<file path="config.mk">
export PLATFORM = sky130hd
export DESIGN_NAME = alu_op_sequencer
export DESIGN_NICKNAME = d
export VERILOG_FILES = /design/src/rtl/alu_op_sequencer.sv
export SDC_FILE = /design/constraint.sdc
export NUM_CORES = 1
export LEC_CHECK = 0
export CAP_MARGIN = 5
export CORE_ASPECT_RATIO = 0.6
export CORE_MARGIN = 8
export CORE_UTILIZATION = 40
export DETAILED_ROUTE_END_ITERATION = 12
export SYNTH_ARGS = -nofsm -noshare
export SYNTH_HDL_FRONTEND = slang
export SYNTH_SLANG_ARGS = --single-unit
</file>
<file path="constraint.sdc">
create_clock -name clk -period 1.92 [get_ports clk]
set_clock_uncertainty 0.1 [all_clocks]
set_input_delay 0.288 -clock clk [delete_from_list [all_inputs] [get_ports clk]]
set_output_delay 0.288 -clock clk [all_outputs]
set_load 0.01 [all_outputs]
</file>
<file path="src/rtl/alu_op_sequencer.sv">
// ---------------------------------------------------------------------------
// alu_op_sequencer
//
// Purpose:
//    Initiator-side companion to the combinational N-bit ALU. It accepts one
//    command at a time over a valid/ready interface. A command is either a
//    load-immediate or an ALU operation. For an ALU operation it reads the
//    operands from an internal register file and drives the ALU for one
//    cycle. It then captures the ALU result and carry, writes the result
//    back, and returns a response over a second valid/ready interface.
//
// Parameters:
//    N  - datapath width (matches the ALU's N)
//    AW - register-file address width (2**AW entries)
//
// Ports:
//    clk, rst       - clock and synchronous active-high reset
//    cmd_valid      - command present
//    cmd_ready      - sequencer can accept a command (IDLE only)
//    cmd_load       - 1 = load immediate, 0 = ALU operation
//    cmd_op         - ALU select code (ignored for loads)
//    cmd_dst        - destination register index
//    cmd_src_a/b    - operand register indices (A -> ALU R2, B -> ALU R3)
//    cmd_imm        - immediate value for loads
//    alu_a/alu_b    - operands driven to ALU R2/R3
//    alu_sel        - ALU select code
//    alu_r/alu_cout - ALU result R1 and carry out
//    rsp_valid      - response present
//    rsp_ready      - consumer accepts the response
//    rsp_data       - value written to rsp_dst
//    rsp_carry      - carry captured with the result (0 for loads)
//    rsp_dst        - destination index of the completed command
//    carry_flag     - sticky copy of the last ALU carry
// ---------------------------------------------------------------------------
module alu_op_sequencer #(
   parameter int N  = 32,
   parameter int AW = 3
) (
   input  logic          clk,
   input  logic          rst,
   input  logic          cmd_valid,
   output logic          cmd_ready,
   input  logic          cmd_load,
   input  logic [2:0]    cmd_op,
   input  logic [AW-1:0] cmd_dst,
   input  logic [AW-1:0] cmd_src_a,
   input  logic [AW-1:0] cmd_src_b,
   input  logic [N-1:0]  cmd_imm,
   output logic [N-1:0]  alu_a,
   output logic [N-1:0]  alu_b,
   output logic [2:0]    alu_sel,
   input  logic [N-1:0]  alu_r,
   input  logic          alu_cout,
   output logic          rsp_valid,
   input  logic          rsp_ready,
   output logic [N-1:0]  rsp_data,
   output logic          rsp_carry,
   output logic [AW-1:0] rsp_dst,
   output logic          carry_flag
);

   typedef enum logic [1:0] {
      IDLE,
      EXEC,
      RESP
   } state_t;

   state_t        state;
   logic [N-1:0]  regfile [2**AW];
   logic [AW-1:0] dst_q;

   // Single sequential process for the FSM, the register file and every
   // output. cmd_ready and rsp_valid are registered copies of "state is
   // IDLE" and "state is RESP". They are updated together with each state
   // transition, so no combinational path runs from cmd_valid.
   // The register file is read only at acceptance in IDLE. By then any
   // earlier writeback has completed, so aliasing between src and dst
   // needs no forwarding.
   // alu_a/alu_b/alu_sel change only when an ALU op is accepted. The ALU
   // therefore sees stable operands throughout EXEC, and loads leave them
   // untouched.
   always_ff @(posedge clk) begin
      if (rst) begin
         state      <= IDLE;
         cmd_ready  <= 1'b1;
         rsp_valid  <= 1'b0;
         rsp_data   <= '0;
         rsp_carry  <= 1'b0;
         rsp_dst    <= '0;
         carry_flag <= 1'b0;
         alu_a      <= '0;
         alu_b      <= '0;
         alu_sel    <= 3'b000;
         dst_q      <= '0;
         regfile    <= '{default: '0};
      end else begin
         unique case (state)
            IDLE: begin
               if (cmd_valid) begin
                  cmd_ready <= 1'b0;
                  if (cmd_load) begin
                     regfile[cmd_dst] <= cmd_imm;
                     rsp_data         <= cmd_imm;
                     rsp_carry        <= 1'b0;
                     rsp_dst          <= cmd_dst;
                     rsp_valid        <= 1'b1;
                     state            <= RESP;
                  end else begin
                     alu_a   <= regfile[cmd_src_a];
                     alu_b   <= regfile[cmd_src_b];
                     alu_sel <= cmd_op;
                     dst_q   <= cmd_dst;
                     state   <= EXEC;
                  end
               end
            end
            EXEC: begin
               regfile[dst_q] <= alu_r;
               rsp_data       <= alu_r;
               rsp_carry      <= alu_cout;
               carry_flag     <= alu_cout;
               rsp_dst        <= dst_q;
               rsp_valid      <= 1'b1;
               state          <= RESP;
            end
            RESP: begin
               if (rsp_ready) begin
                  rsp_valid <= 1'b0;
                  cmd_ready <= 1'b1;
                  state     <= IDLE;
               end
            end
            default: begin
               rsp_valid <= 1'b0;
               cmd_ready <= 1'b1;
               state     <= IDLE;
            end
         endcase
      end
   end

endmodule
</file>
After elaboration in Yosys (flattened, before gate mapping)
Cells that the tools add are included.
- register bits: 367
- input bits: 82
- output and inout bits: 106
- $lt $le $gt $ge: 6
- equality and inequality tests: 5
- muxes and demuxes: 35
- bitwise gates (word level): 6
- reduce and logical (&&, ||, !) cells: 9
- operators with widths (cell ; count):
    bitwise mux 256 bit ; 2
    2-to-1 mux 256 bit ; 2
    case mux 256 bit (2 select lines) ; 1
    2-to-1 mux 32 bit ; 8
    binary-select mux 32 bit (select 3 bit) ; 2
    demux 32 bit (select 3 bit) ; 2
    case mux 32 bit (2 select lines) ; 1
    greater-or-equal comparator 4 bit (second input constant) ; 4
    inverter 3 -> 4 bit ; 4
    AND reduction 3 bit ; 4
    less-than comparator 4 x 1 -> 1 bit (second input constant) ; 2
    2-to-1 mux 1 bit ; 7
    2-to-1 mux 2 bit ; 3
    2-to-1 mux 3 bit ; 2
    != test 2 bit (second input constant) ; 3
    case mux 1 bit (3 select lines) ; 2
    case mux 2 bit (3 select lines) ; 1
    case mux 3 bit (2 select lines) ; 1
    equality test 2 x 1 -> 1 bit (second input constant) ; 1
    equality test 2 bit (second input constant) ; 1
    logical AND 1 bit ; 2
    logical NOT 2 bit ; 1
    inverter 1 bit ; 2
    case mux 1 bit (2 select lines) ; 1
    other kinds (2) ; 2

Logic depth before layout (Yosys ltp)
- depth in word-level cells: 9
- gate-level depth with buffers: 8

Least setup slack after synthesis
OpenSTA, ideal clock, no wires.
- path type: register -> register
- from: register state[1]
- to: register alu_b[10]
- setup time: 0.132 ns
- data arrival time: 1.547 ns
- required time: 1.688 ns
- path slack: 0.141 ns
- stages on the path, launching flop included: 8
- period minus slack after synthesis: 1.779 ns
- cells stage by stage: dfxtp_1 > buf_2 > nor4b_1 > buf_2 > nand2_1 > clkbuf_1 > o22ai_1 > nor3_1
- longest elaborated chain between the ends: 2
- RTL lines (element ; line ; source):
    start: declaration ; 68 ; state_t state;
    start signal: assignment ; 84 ; state <= IDLE;
    start signal: assignment ; 107 ; state <= RESP;
    start signal: assignment ; 113 ; state <= EXEC;
    logical NOT 2 bit ; 97 ; unique case (state)
    AND reduction 3 bit (no line) ; n/a ;
    end signal: assignment ; 110 ; alu_b <= regfile[cmd_src_b];
    end: declaration ; 50 ; output logic [N-1:0] alu_b,
No other way between the ends.
A chain may end at the register's enable or synchronous reset.

Final worst setup path
- from: register state[0]
- to: register regfile[216] (netlist bit)
- longest elaborated chain between the ends: 3
- elaborated cells on any way between the ends: 7
- RTL lines (element ; line ; source):
    equality test 2 x 1 -> 1 bit or logical NOT 2 bit (tied branches) ; 97 ;
    nonzero test 2 bit (no line) or != test 2 bit (tied branches) ; n/a ;
    AND reduction 3 bit (no line) ; n/a ;
    end signal: indexed assignment ; 102 ; regfile[cmd_dst] <= cmd_imm;
    end signal: indexed assignment ; 118 ; regfile[dst_q] <= alu_r;
    end: declaration ; 69 ; logic [N-1:0] regfile [2**AW];
Parallel ways exist; a longest one is shown, timed or not.

==> results.md <==
- Status: finished, violations left
- Failing checks: negative setup slack
- Top-area cell type share of the netlist area: 0.374
- Cell area after synthesis: 0.0197 mm2
- Met3 GRT Util: 0.0895
- EDFF count, synth: 0
- Fraction of layout cells with a size suffix above 1: 0.309
- FF-to-FF path depth: 8
- Layout Area Growth over Synthesis: 32.5%
- Yosys top cell by area: dfxtp_1
- Worst EP required: 2.23 ns
- Share of power burned in registers: 0.409
- Vias in the first global route: 18356
- Crit share post-route: 1.03
- Global route hottest layer: met1
- CP max stage cell: dfxtp_4
- Die ar.: 0.0567 mm2
- Final setup TNS: -1.31 ns
- Clk pwr share: 0.405
- Routability congestion estimate: 0.884
- Worst-Margin Slew: 0.693 ns
- Finished Cell Area: 0.0261 mm2
- Post-route minimum period: 1.98 ns
- Final Setup Violations: 54
- CTS tree: yes
- Total clock sinks: 367
- GRT Util Overall: 0.283
- Dominant cells by area after synthesis: dfxtp_1 37%, mux4_2 15%, a211oi_2 7.6%, a32oi_1 5.7%, o32ai_1 5.4%
- Clock Path Buffers: 3
- I/O Buffers: 187
- Final hold violations: 0
- Via count: 19410
- Power Internal: 14.3 mW
- Initial Util: 0.402
- Final wirelength: 86400 um
- Ys async rst share: 0
- Post-route ant nets: 0
- Initial antenna violation count: 5
- Max Slew Vio Count: 0
- Pleak: 8.33 nW
- Grt met1 use: 0.409
- Max incr delay on CP: 0.37 ns
- Cts bufs inserted: 40
- Startpoint Class: flop
- Fmax: 505 MHz
- Leading cell type by number of instances after synthesis: dfxtp_1
- Most common cell on crit path: buf_12
- Final worst slack: -0.0613 ns
- HPWL after detailed placement: 53500 um
- Register area share after synthesis: 0.374
- Hold WS: 0.194 ns
- CP max FO: 8
- Root Driver: clkbuf_16
- Row cnt: 63
- Syn Nets: 2033
- Top post-synthesis cells by count: 367 x dfxtp_1, 183 x clkbuf_1, 139 x a21oi_1
- Mean Syn Cell Area: 10.1 um2
- M2 GR Usage: 0.390
- Dpl cell area: 0.0237 mm2
- Max-slew headroom: 0.538
- RSZ-0062 raised after global routing: yes
- Crit Path Class: reg -> reg
- Top FF cell, synth: dfxtp_1
- P_sw: 5.67 mW
- Maxcap violations: 0
- Gate Count Post-Synth: 1951
- Crit-path cells: buf_6 -> and2b_1 -> buf_12 -> nor4b_4 -> o21a_2 -> buf_12 -> buf_12 -> o32ai_2
- H-tree Lvls: 2
- Core area: 0.0490 mm2
- Register bit total from synthesis: 367
- DRC: 0
- Worst IR Drop VDD: 549 uV
- Drt via density: 6.90
- Place WS: -0.531 ns
- Nets: 2212
- Hold Path Class: in -> reg
- Largest net degree at the start of global routing: 99
- First-pass GRT wire length: 123000 um
- Die Width: 302 um
- Logic pwr share: 0.185
- Power per cell area: 764 mW/mm2
- Die Span Y: 188 um
- IO Count: 188
- Sw Share: 0.284
- WL per Instance: 30.7 um
- Initial DRT Pass Iterations: 6
- Total gr overflow: 0
- CP arrival: 2.30 ns
- CP endpoint kind: flop
- Worst-Skew Late Latency: 0.57 ns
- Unique cell type count in the Yosys netlist: 39
- Hold path depth: 3
- Yosys Warn Count: 0
- Initial drt markers: 3002
- Clock Pin Slew Worst Setup and Hold Paths: 0.06 ns
critical path, delay by kind of cell, from the launching register on:
family / cells / cell delay [ns]
flip-flops: 1 / 0.37
buffers and inverters: 4 / 0.58
AO/OA/AOI/OAI: 2 / 0.31
AND/OR/NAND/NOR: 2 / 0.46
per-stage QoR:
step / utilization / instances / total power [mW]
2_1_floorplan: - / 1951 / 10.0
3_3_place_gp: 0.483 / 2716 / 11.7
3_5_place_dp: 0.483 / 2716 / 11.7
4_1_cts: 0.517 / 2800 / 19.7
5_1_grt: 0.533 / 2814 / 20.5
6_report: 0.533 / 2814 / 19.9
kinds of logic after synthesis:
family	synth area share
compound gates	0.316
mux	0.150
flops	0.374
buf+inv	0.0879
simple gates	0.0728
power by group through the flow:
stage	registers [mW]	logic [mW]	clock network, mW
after floorplan	8.32	1.69	0
after global placement	8.30	3.37	0
after detailed placement	8.31	3.41	0
after CTS	8.15	3.47	8.12
after global routing	8.18	3.84	8.45
final	8.15	3.69	8.07
cells in the final DEF, fill, tap and decap left out, types with 19 or more instances in the layout:
| cell | netlist | final |
|---|---|---|
| and2_1 | 36 | 19 |
| mux4_2 | 128 | 128 |
| clkdlybuf4s50_1 | 0 | 169 |
| a211oi_1 | 40 | 30 |
| o22ai_1 | 64 | 59 |
| inv_1 | 128 | 128 |
| dfxtp_1 | 367 | 362 |
| clkbuf_16 | 0 | 47 |
| nor3_1 | 99 | 96 |
| a211oi_2 | 120 | 129 |
| buf_12 | 0 | 74 |
| o32ai_1 | 122 | 93 |
| nand2_1 | 26 | 25 |
| o32ai_2 | 6 | 31 |
| a21oi_1 | 139 | 138 |
| a32oi_1 | 128 | 119 |
| a22oi_1 | 128 | 117 |
| nor2_1 | 104 | 102 |
| buf_4 | 5 | 131 |
path summary, 6_finish.rpt:
check,from,to,slack (ns)
setup / recovery,state[0],regfile[216],-0.06
hold / removal,cmd_op[0],alu_sel[0],0.19
setup reg to reg,state[0],regfile[216],-0.06
hold reg to reg,rsp_carry,rsp_carry,0.36
registers in the layout, indices dropped and copies added, names as in the netlist, 2 cells and up:
name / cells
alu_sel: 3
rsp_data: 32
state: 2
rsp_dst: 3
dst_q: 3
alu_a: 32
alu_b: 32
regfile: 256
timing repair:
action	CTS	global route
hold buffers	1	0
gates cloned	3	7
hold endpoints to repair	5	0
pin swaps	5	11
gates resized for setup	41	103
setup endpoints to repair	134	219
setup buffers	7	4
final cells by class:
class,instances,area [um2]
fill,4180,22900
multi-input combinational,1177,11300
sequential,367,7360
timing repair buffer,416,4790
clock buffer,66,1290
tap,650,813
inverter,128,480
clock inverter,7,71.3
antenna,3,7.51
metal layers:
metal  vias up  wire length [um]  share of wire
met5         -                13        0.00015
met3       214             12600           0.15
met4         2              2630          0.030
met2      1565             35500           0.41
li1       8054                 -              -
met1      9575             35600           0.41
Power figures use the tool's default switching activity.
